`src/rtl/sr_latch_ctrl_pkg.sv`:
```
// Shared types and constants for the SR latch pulse sequencer.
// State/op encodings plus width helpers.
package sr_latch_ctrl_pkg;

  typedef enum logic [1:0] {
    ST_IDLE  = 2'd0,
    ST_DRIVE = 2'd1,
    ST_GAP   = 2'd2,
    ST_CHECK = 2'd3
  } state_e;

  localparam logic OP_SET   = 1'b1;
  localparam logic OP_RESET = 1'b0;

  function automatic int idx_w(input int n);
    return (n > 1) ? $clog2(n) : 1;
  endfunction

  function automatic int cnt_w(input int p, input int g);
    int m;
    m = (p > g) ? p : g;
    return $clog2(m + 1);
  endfunction

endpackage

```
`src/rtl/sr_latch_ctrl_if.sv`:
```
// Requester-side handshake and completion bundle
// of the SR latch sequencer.
interface sr_latch_ctrl_if
  import sr_latch_ctrl_pkg::*;
#(
  parameter int NREQ = 2
);
  localparam int IW = idx_w(NREQ);

  logic [NREQ-1:0] req_valid;
  logic [NREQ-1:0] req_op;
  logic [NREQ-1:0] req_ready;
  logic            busy;
  logic            done;
  logic [IW-1:0]   done_id;
  logic            err;

  modport master (
    output req_valid,
    output req_op,
    input  req_ready,
    input  busy,
    input  done,
    input  done_id,
    input  err
  );

  modport slave (
    input  req_valid,
    input  req_op,
    output req_ready,
    output busy,
    output done,
    output done_id,
    output err
  );

endinterface

```
`src/rtl/sr_latch_ctrl_arbiter.sv`:
```
// Round-robin arbiter: combinational one-hot grant,
// pointer moves past the winner when en is high.
module rr_arbiter
  import sr_latch_ctrl_pkg::*;
#(
  parameter int N = 2
) (
  input  logic         clk,
  input  logic         rst_n,
  input  logic [N-1:0] req,
  input  logic         en,
  output logic [N-1:0] grant
);

  localparam int IW = idx_w(N);

  logic [IW-1:0] ptr_q;
  logic [IW-1:0] ptr_d;
  logic [IW-1:0] gidx;
  logic [IW-1:0] jw;
  logic          found;
  int            j;

  always_comb begin
    grant = '0;
    gidx  = '0;
    found = 1'b0;
    j     = 0;
    jw    = '0;
    for (int i = 0; i < N; i++) begin
      j = int'(ptr_q) + i;
      if (j >= N) j = j - N;
      jw = IW'(j);
      if (!found && req[jw]) begin
        found     = 1'b1;
        gidx      = jw;
        grant[jw] = 1'b1;
      end
    end
  end

  always_comb begin
    ptr_d = ptr_q;
    if (en && found) begin
      if (gidx == IW'(N - 1)) ptr_d = '0;
      else                    ptr_d = gidx + IW'(1);
    end
  end

  always_ff @(posedge clk) begin
    if (!rst_n) ptr_q <= '0;
    else        ptr_q <= ptr_d;
  end

endmodule

```
`src/rtl/sr_latch_ctrl.sv`:
```
// Sequencer driving NOR SR latch set/reset pulses with
// guard gaps, then checking q/qbar readback.
module sr_latch_ctrl
  import sr_latch_ctrl_pkg::*;
#(
  parameter int NREQ         = 2,
  parameter int PULSE_CYCLES = 4,
  parameter int GAP_CYCLES   = 2
) (
  input  logic          clk,
  input  logic          rst_n,
  sr_latch_ctrl_if.slave bus,
  output logic          s,
  output logic          r,
  input  logic          q,
  input  logic          qbar
);

  localparam int IW = idx_w(NREQ);
  localparam int CW = cnt_w(PULSE_CYCLES, GAP_CYCLES);
  localparam logic [CW-1:0] P_LD = CW'(PULSE_CYCLES - 1);
  localparam logic [CW-1:0] G_LD = CW'(GAP_CYCLES - 1);

  state_e          state_q, state_d;
  logic [CW-1:0]   cnt_q, cnt_d;
  logic            op_q, op_d;
  logic [IW-1:0]   id_q, id_d;
  logic            s_q, s_d;
  logic            r_q, r_d;
  logic            done_q, done_d;
  logic [IW-1:0]   done_id_q, done_id_d;

  logic [NREQ-1:0] arb_req;
  logic [NREQ-1:0] grant;
  logic [IW-1:0]   grant_idx;
  logic            grant_op;
  logic            idle;
  logic            xfer;
  logic            rb_ok;

  assign idle    = (state_q == ST_IDLE);
  assign arb_req = bus.req_valid & {NREQ{idle & rst_n}};

  rr_arbiter #(
    .N (NREQ)
  ) u_arb (
    .clk   (clk),
    .rst_n (rst_n),
    .req   (arb_req),
    .en    (idle),
    .grant (grant)
  );

  assign xfer     = |grant;
  assign grant_op = |(grant & bus.req_op);

  always_comb begin
    grant_idx = '0;
    for (int i = 0; i < NREQ; i++) begin
      if (grant[i]) grant_idx = IW'(i);
    end
  end

  // s/r are registered from state so they are glitch-free at the latch
  always_comb begin
    state_d   = state_q;
    cnt_d     = cnt_q;
    op_d      = op_q;
    id_d      = id_q;
    s_d       = 1'b0;
    r_d       = 1'b0;
    done_d    = 1'b0;
    done_id_d = '0;
    unique case (state_q)
      ST_IDLE: begin
        if (xfer) begin
          state_d = ST_DRIVE;
          cnt_d   = P_LD;
          op_d    = grant_op;
          id_d    = grant_idx;
          s_d     = grant_op;
          r_d     = ~grant_op;
        end
      end
      ST_DRIVE: begin
        if (cnt_q == '0) begin
          state_d = ST_GAP;
          cnt_d   = G_LD;
        end else begin
          cnt_d = cnt_q - CW'(1);
          s_d   = op_q;
          r_d   = ~op_q;
        end
      end
      ST_GAP: begin
        if (cnt_q == '0) begin
          state_d   = ST_CHECK;
          done_d    = 1'b1;
          done_id_d = id_q;
        end else begin
          cnt_d = cnt_q - CW'(1);
        end
      end
      ST_CHECK: begin
        state_d = ST_IDLE;
      end
      default: begin
        state_d = ST_IDLE;
      end
    endcase
  end

  always_ff @(posedge clk) begin
    if (!rst_n) begin
      state_q   <= ST_IDLE;
      cnt_q     <= '0;
      op_q      <= OP_RESET;
      id_q      <= '0;
      s_q       <= 1'b0;
      r_q       <= 1'b0;
      done_q    <= 1'b0;
      done_id_q <= '0;
    end else begin
      state_q   <= state_d;
      cnt_q     <= cnt_d;
      op_q      <= op_d;
      id_q      <= id_d;
      s_q       <= s_d;
      r_q       <= r_d;
      done_q    <= done_d;
      done_id_q <= done_id_d;
    end
  end

  // both-0 or both-1 on q/qbar fails either compare
  assign rb_ok = (q == op_q) & (qbar == ~op_q);

  assign s             = s_q;
  assign r             = r_q;
  assign bus.req_ready = grant;
  assign bus.busy      = ~idle;
  assign bus.done      = done_q;
  assign bus.done_id   = done_id_q;
  assign bus.err       = done_q & ~rb_ok;

endmodule

```
`src/flat_wrapper.sv`:
```
// flat-port wrapper written by rule: the top's interface ports become plain ports
module sr_latch_ctrl_flat import sr_latch_ctrl_pkg::*;
#(
  parameter int NREQ         = 2,
  parameter int PULSE_CYCLES = 4,
  parameter int GAP_CYCLES   = 2
)
  (clk, rst_n, s, r, q, qbar, bus_req_valid, bus_req_op, bus_req_ready, bus_busy, bus_done, bus_done_id, bus_err);
  sr_latch_ctrl_if #(.NREQ(NREQ)) bus_i ();
  input  logic clk;
  input  logic rst_n;
  output logic s;
  output logic r;
  input  logic q;
  input  logic qbar;
  input wire logic [$bits(bus_i.req_valid)-1:0] bus_req_valid;
  input wire logic [$bits(bus_i.req_op)-1:0] bus_req_op;
  output wire logic [$bits(bus_i.req_ready)-1:0] bus_req_ready;
  output wire logic [$bits(bus_i.busy)-1:0] bus_busy;
  output wire logic [$bits(bus_i.done)-1:0] bus_done;
  output wire logic [$bits(bus_i.done_id)-1:0] bus_done_id;
  output wire logic [$bits(bus_i.err)-1:0] bus_err;
  assign bus_i.req_valid = bus_req_valid;
  assign bus_i.req_op = bus_req_op;
  assign bus_req_ready = bus_i.req_ready;
  assign bus_busy = bus_i.busy;
  assign bus_done = bus_i.done;
  assign bus_done_id = bus_i.done_id;
  assign bus_err = bus_i.err;
  sr_latch_ctrl #(.NREQ(NREQ), .PULSE_CYCLES(PULSE_CYCLES), .GAP_CYCLES(GAP_CYCLES)) u_core (.clk(clk), .rst_n(rst_n), .bus(bus_i), .s(s), .r(r), .q(q), .qbar(qbar));
endmodule
```
`config.mk`:
```
export PLATFORM = sky130hd
export DESIGN_NAME = sr_latch_ctrl_flat
export DESIGN_NICKNAME = d
export VERILOG_FILES = /design/src/rtl/sr_latch_ctrl_pkg.sv /design/src/rtl/sr_latch_ctrl_if.sv /design/src/rtl/sr_latch_ctrl_arbiter.sv /design/src/rtl/sr_latch_ctrl.sv /design/src/flat_wrapper.sv
export SDC_FILE = /design/constraint.sdc
export NUM_CORES = 1
export LEC_CHECK = 0
export BUFFER_PORTS_ARGS = -buffer_cell sky130_fd_sc_hd__buf_2
export CORE_AREA = 3 3 40 42
export CTS_BUF_LIST = sky130_fd_sc_hd__clkbuf_8
export DETAILED_ROUTE_END_ITERATION = 8
export DIE_AREA = 0 0 43 45
export PLACE_DENSITY = 0.74
export SETUP_SLACK_MARGIN = 0.3
export SKIP_CTS_REPAIR_TIMING = 1
export SYNTH_ARGS = -nofsm -noshare
export SYNTH_HDL_FRONTEND = slang
export SYNTH_HIERARCHICAL = 1
export SYNTH_SLANG_ARGS = --single-unit
```
`constraint.sdc`:
```
create_clock -name clk -period 3.2 [get_ports clk]
set_input_delay 0.32 -clock clk [delete_from_list [all_inputs] [get_ports clk]]
set_output_delay 0.32 -clock clk [all_outputs]
set_load 0.02 [all_outputs]
```
# After elaboration in Yosys (flattened, before gate mapping)
# Index checks and enable logic that the tools add are counted.
# totals
in_bits	8
mem_bits_rw	0
mem_bits_ro	0
out_inout_bits	8
reg_bits	12
n_memories	0
latchBits	0
wordCells	87
# classes
order_cmp	6
bitwise	10
add_sub_neg	5
n_div	0
n_eq_ne	9
n_shift	0
n_reduce_logical	15
n_mux	33
n_mul	0
# op_table
operator	n
$mux W1	19
$mux W2	5
$mux W3	3
$pmux W3 S3	1
$reduce_and A3 Y1	3
$pmux W2 S4	1
$and A2 B2 Y2	2
$eq A2 B2 Y1 const B	2
$logic_and A1 B1 Y1	4
$lt A1 B2 Y1 const B	2
$ne A2 B1 Y1 const B	2
$ne A2 B2 Y1 const B	2
$not A1 Y1	4
$pmux W1 S2	2
$reduce_and A2 Y1	2
$reduce_or A2 Y1	2
$and A1 B1 Y1	3
$logic_not A3 Y1	1
$reduce_bool A3 Y1	1
$sub A3 B1 Y3 const B	1
$add A1 B1 Y2 const B	1
$demux W1 S1	2
$eq A1 B1 Y1	2
$eq A2 B1 Y1 const B	1
other kinds (8)	10

# Logic depth before layout (Yosys ltp)
# depth
depth_word	14
depth_mapped	9

# By module
# The synthesis kept the hierarchy.
# modules_own_cells
module	seq_area_each_um2	n_inst	cells_per_inst	area_each_um2
sr_latch_ctrl	220.2	1	68	586.8
rr_arbiter	20.0	1	7	61.3

# Worst setup path after synthesis
# OpenSTA, ideal clock, no wires.
# synth_path
kind	register to register
from	reg u_core.state_q[0]
to	reg u_core.cnt_q[2]
path_buffers	1
path_stages_with_launch	10
slack_ns	0.593
t_arrival_ns	2.527
setup_time_ns	0.079
cell_sequence	dfxtp_1 -> inv_1 -> ha_1 -> buf_2 -> and3_1 -> a21boi_0 -> nor2_1 -> a211oi_4 -> a21oi_1 -> a211oi_2
# synth_between
elab_chain_cells	12
elab_cells_between_ends	21
classes_between	4 x eq/ne; 8 x mux; 3 x bitwise; 6 x reduce/logical
# synth_rtl
element	line	text
start: declaration	sr_latch_ctrl.sv:24	state_e state_q, state_d;
start signal: assignment	sr_latch_ctrl.sv:124	state_q <= state_d;
$logic_not A2 Y1 *	sr_latch_ctrl.sv:41	assign idle = (state_q == ST_IDLE);
named net u_core.idle	sr_latch_ctrl.sv:37	logic idle;
$and A1 B1 Y1 *	sr_latch_ctrl.sv:42	assign arb_req = bus.req_valid & {NREQ{idle & rst_n}};
$and A2 B2 Y2 *	sr_latch_ctrl.sv:42	
named net u_core.arb_req[1]	sr_latch_ctrl.sv:33	logic [NREQ-1:0] arb_req;
$mux W1 (implied by the code) (2 in series)	sr_latch_ctrl_arbiter.sv:34	if (!found && req[jw]) begin
$mux W1	sr_latch_ctrl_arbiter.sv:34	
$logic_not A1 Y1	sr_latch_ctrl_arbiter.sv:34	
$logic_and A1 B1 Y1	sr_latch_ctrl_arbiter.sv:34	
$mux W2 *	sr_latch_ctrl_arbiter.sv:34	
named net bus_req_ready[1]	flat_wrapper.sv:18	output wire logic [$bits(bus_i.req_ready)-1:0] bus_req_ready;
$reduce_or A2 Y1 *	sr_latch_ctrl.sv:54	assign xfer = |grant;
$ne A2 B2 Y1 (no source line) *	--	
$reduce_and A3 Y1 (no source line) *	--	
end signal: assignment	sr_latch_ctrl.sv:125	cnt_q <= cnt_d;
end: declaration	sr_latch_ctrl.sv:25	logic [CW-1:0] cnt_q, cnt_d;
# The timed path passes the listed nets; every way through them passes the cells marked *. The select of a mux whose other input is x is not followed.
# A chain may end at the register's enable or synchronous reset.

# Final worst setup path
# layout_path
from	reg u_core.state_q[0]
to	reg u_core.cnt_q[2]
# layout_between
elab_chain_cells	12
elab_cells_between_ends	21
classes_between	4 x eq/ne; 8 x mux; 3 x bitwise; 6 x reduce/logical
# layout_rtl
element	line
$logic_not A2 Y1 *	sr_latch_ctrl.sv:41
named net u_core.idle	sr_latch_ctrl.sv:37
$and A1 B1 Y1 *	sr_latch_ctrl.sv:42
$and A2 B2 Y2 *	sr_latch_ctrl.sv:42
named net u_core.arb_req[1]	sr_latch_ctrl.sv:33
$mux W1 (implied by the code) (2 in series)	sr_latch_ctrl_arbiter.sv:34
$mux W1	sr_latch_ctrl_arbiter.sv:34
$logic_not A1 Y1	sr_latch_ctrl_arbiter.sv:34
$logic_and A1 B1 Y1	sr_latch_ctrl_arbiter.sv:34
$mux W2 *	sr_latch_ctrl_arbiter.sv:34
$reduce_or A2 Y1 *	sr_latch_ctrl.sv:54
$ne A2 B2 Y1 (no source line) *	--
$reduce_and A3 Y1 (no source line) *	--
# Marked as above.

==> metrics.md <==
| Metric | Value |
|---|---|
| Actual slew at the worst max-slew pin | `0.491 ns` |
| Final period util | `78.0%` |
| Status | `completed` |
| Largest net degree at the start of global routing | `14` |
| Hold path depth | `3` |
| Crit path capture type | `flop` |
| Fmax | `0.401 GHz` |
| Setup_tns | `0 ns` |
| Layout Cells excl Fill | `108` |
| Clock sink count | `12` |
| P_int | `0.469 mW` |
| Initial antenna violation count | `0` |
| Die Wd | `43 µm` |
| Max-cap violations | `0` |
| Clock power share | `20.4%` |
| Area Growth Syn to Fin | `22.2%` |
| Syn Area/Cell | `8.64 µm²` |
| CP Launch Type | `flop` |
| Final hold vios | `0` |
| Crit-path slowest cell | `ha_1` |
| P_sw | `0.319 mW` |
| Yosys cell types | `28` |
| Vias in the first global route | `521` |
| Final setup violation count | `0` |
| Synthesized Nets | `88` |
| First-pass GRT wire length | `2190 µm` |
| Commonest non-fill, non-tap cell in the layout | `buf_2` |
| Routed WL | `1240 µm` |
| Clk buf depth | `2` |
| DR DRC count | `0` |
| Register area | `240 µm²` |
| Initial drt markers | `7` |
| Final HPWL DP | `999 µm` |
| CP peak stage delay | `0.44 ns` |
| Synth Register Bits | `12` |
| Initial core utilization | `50.4%` |
| I/O Buffers | `15` |
| Relative slew slack | `67.0%` |
| DP Cell Count | `104` |
| CTS root buf | `clkbuf_8` |
| Total grt overflow | `0` |
| VDD IR max | `0.575 mV` |
| Die Ht | `45 µm` |
| Critical path arrival | `2.66 ns` |
| Antenna Nets Post-Route | `0` |
| Reg2reg path depth | `8` |
| Share of power burned in registers | `28.2%` |
| Cells after Synth | `75` |
| Critical Path RT | `3.36 ns` |
| RSZ-0062 raised after global routing | `false` |
| Fin. max-slew vios | `0` |
| Sw frac | `40.5%` |
| Num rows | `13` |
| Layout cell share with drive strength beyond 1 | `23.7%` |
| Area contributors post-synth | `dfxtp_1, ha_1, nand2_1, inv_1, nor2_1` |
| Pwr per Cell Area | `995 mW/mm²` |
| Stages on worst setup path | `8` |
| Logic pwr share | `51.4%` |
| RePlAce Congestion | `0.785` |
| Reg2reg end | `u_core/cnt_q[2]` |
| Routed len/inst | `11.5 µm` |
| Gr usage total | `14.8%` |
| Post-Syn Area | `648 µm²` |
| Max H-tree Level | `1` |
| FF-to-FF setup slack | `0.70 ns` |
| Most frequent cells in the layout | `buf_2, dfxtp_1, nand2_1` |
| Multi-input logic area | `377 µm²` |
| Seq/Total Area, Yosys | `37.1%` |
| Static leakage | `0.379 nW` |
| Critical R2R Launch | `u_core/state_q[0]` |
| Hold crit path type | `in -> reg` |
| Vias per cell | `5.21` |
| Worst Setup SP | `u_core/state_q[0]` |
| CORE AREA | `0.00128 mm²` |
| Num CTS Buffers | `3` |
| Kind of critical path | `reg -> reg` |
| Via count | `563` |
| Largest fanout on the critical path | `13` |
| Cell taking the most area after synthesis | `dfxtp_1` |
| Setup crit end | `u_core/cnt_q[2]` |
| Critical path's top delay family | `compound AO/OA/AOI/OAI gates` |
| First-pass iteration count of the detailed router | `4` |
| Clock Skew | `0.00368 ns` |
| Worst path buffer plus inverter count | `1` |
| Reg clk slew, reported paths | `0.05 ns` |
| CTS tree | `yes` |
| Yosys warning count | `6` |
| Post-synth top area share | `37.1%` |
| Number of diodes | `0` |
| Layout Nets | `107` |
| Clk_lat worst skew | `0.24 ns` |
| Die ar. | `0.00194 mm²` |
| Crit path cell chain | `inv_1 > ha_1 > and3_1 > a21boi_0 > nor2_1 > a211oi_4 > a21oi_1 > a211oi_2` |
| Fill count | `126` |
| IO Count | `16` |
| Final Critical Period | `2.50 ns` |
[power groups by stage]
stage / Combinational [mW] / Clock, mW / Sequential, mW
floorplan: 0.320 / 0 / 0.229
global placement: 0.395 / 0 / 0.224
detailed placement: 0.406 / 0 / 0.226
CTS: 0.405 / 0.166 / 0.222
global route: 0.457 / 0.175 / 0.230
finish: 0.405 / 0.161 / 0.222
[worst min path at each step]
| stage | endpoint | slack [ns] | start |
|---|---|---|---|
| 6_report | u_core/state_q[0] | 0.41 | rst_n |
| 5_1_grt | u_core/cnt_q[1] | 0.43 | rst_n |
| 4_1_cts | u_core/state_q[0] | 0.41 | rst_n |
| 3_5_place_dp | u_core/bus.done_id | 0.48 | u_core/id_q |
| 3_3_place_gp | u_core/bus.done_id | 0.48 | u_core/id_q |
| 2_1_floorplan | u_core/bus.done | 0.44 | rst_n |
[worst min-delay path, stage by stage]
cell	delay, ns
buf_2	0.15
o21ai_0	0.08
a21oi_1	0.04
[routing by layer]
| layer | GRT usage [%] | part of all wire (%) |
|---|---|---|
| met1 | 17.8 | 47 |
| met2 | 25.7 | 48 |
| met3 | 3.59 | 5.5 |
| met5 | 0 | 0 |
| met4 | 5.42 | 0 |
[cell usage after synthesis]
cell type / n
and3_1: 3
a211oi_4: 1
a22oi_1: 1
nor2_1: 7
nor3_1: 1
nand2b_1: 2
nand2_1: 8
o211a_1: 1
o22a_1: 1
a21o_1: 1
and2_1: 1
mux2i_1: 1
and2b_1: 1
nand3_1: 2
a21oi_1: 5
dfxtp_1: 12
a22o_1: 1
and3b_4: 1
a211oi_2: 1
a31o_1: 1
ha_1: 5
o2bb2ai_1: 1
o21ai_0: 4
buf_2: 1
and4b_1: 1
a31oi_1: 2
inv_1: 7
a21boi_0: 2
[logic make-up (layout without fill, tap and decap cells)]
family | count (synthesis) | after routing | synth area share [%]
AOI/OAI and AO/OA | 22 | 22 | 25.5
adders and majority gates | 5 | 5 | 9.65
buffers and inverters | 8 | 26 | 4.83
DFF | 12 | 12 | 37.1
muxes | 1 | 1 | 1.54
and+or+nand+nor | 27 | 27 | 21.4
[per-stage QoR]
stage	utilization (%)	hold WS, ns	worst slack (ns)	power (mW)	cell area, µm²
2_1_floorplan	-	0.442	0.593	0.549	648
3_3_place_gp	57.4	0.478	0.846	0.619	737
3_5_place_dp	57.4	0.475	0.742	0.631	737
4_1_cts	61.6	0.408	0.719	0.794	792
5_1_grt	61.6	0.431	0.460	0.862	792
6_report	61.6	0.409	0.705	0.788	792
[flip-flops by register name (all words and copies together) (netlist names), named ones only]
| register | count |
|---|---|
| u_core/r | 1 |
| u_core/bus.done | 1 |
| u_core/s | 1 |
| u_core/bus.done_id | 1 |
| u_core/op_q | 1 |
| u_core/cnt_q | 3 |
| u_core/state_q | 2 |
| u_core/id_q | 1 |
[area by class of cell]
| class | instances | share of cell area, % |
|---|---|---|
| clock buffers | 4 | 6.95 |
| repair buffers | 15 | 9.48 |
| flip-flops and latches | 12 | 30.3 |
| inverters | 7 | 3.32 |
| multi-input cells | 55 | 47.6 |
| well taps | 15 | 2.37 |
(Power assumes the default switching activity.)
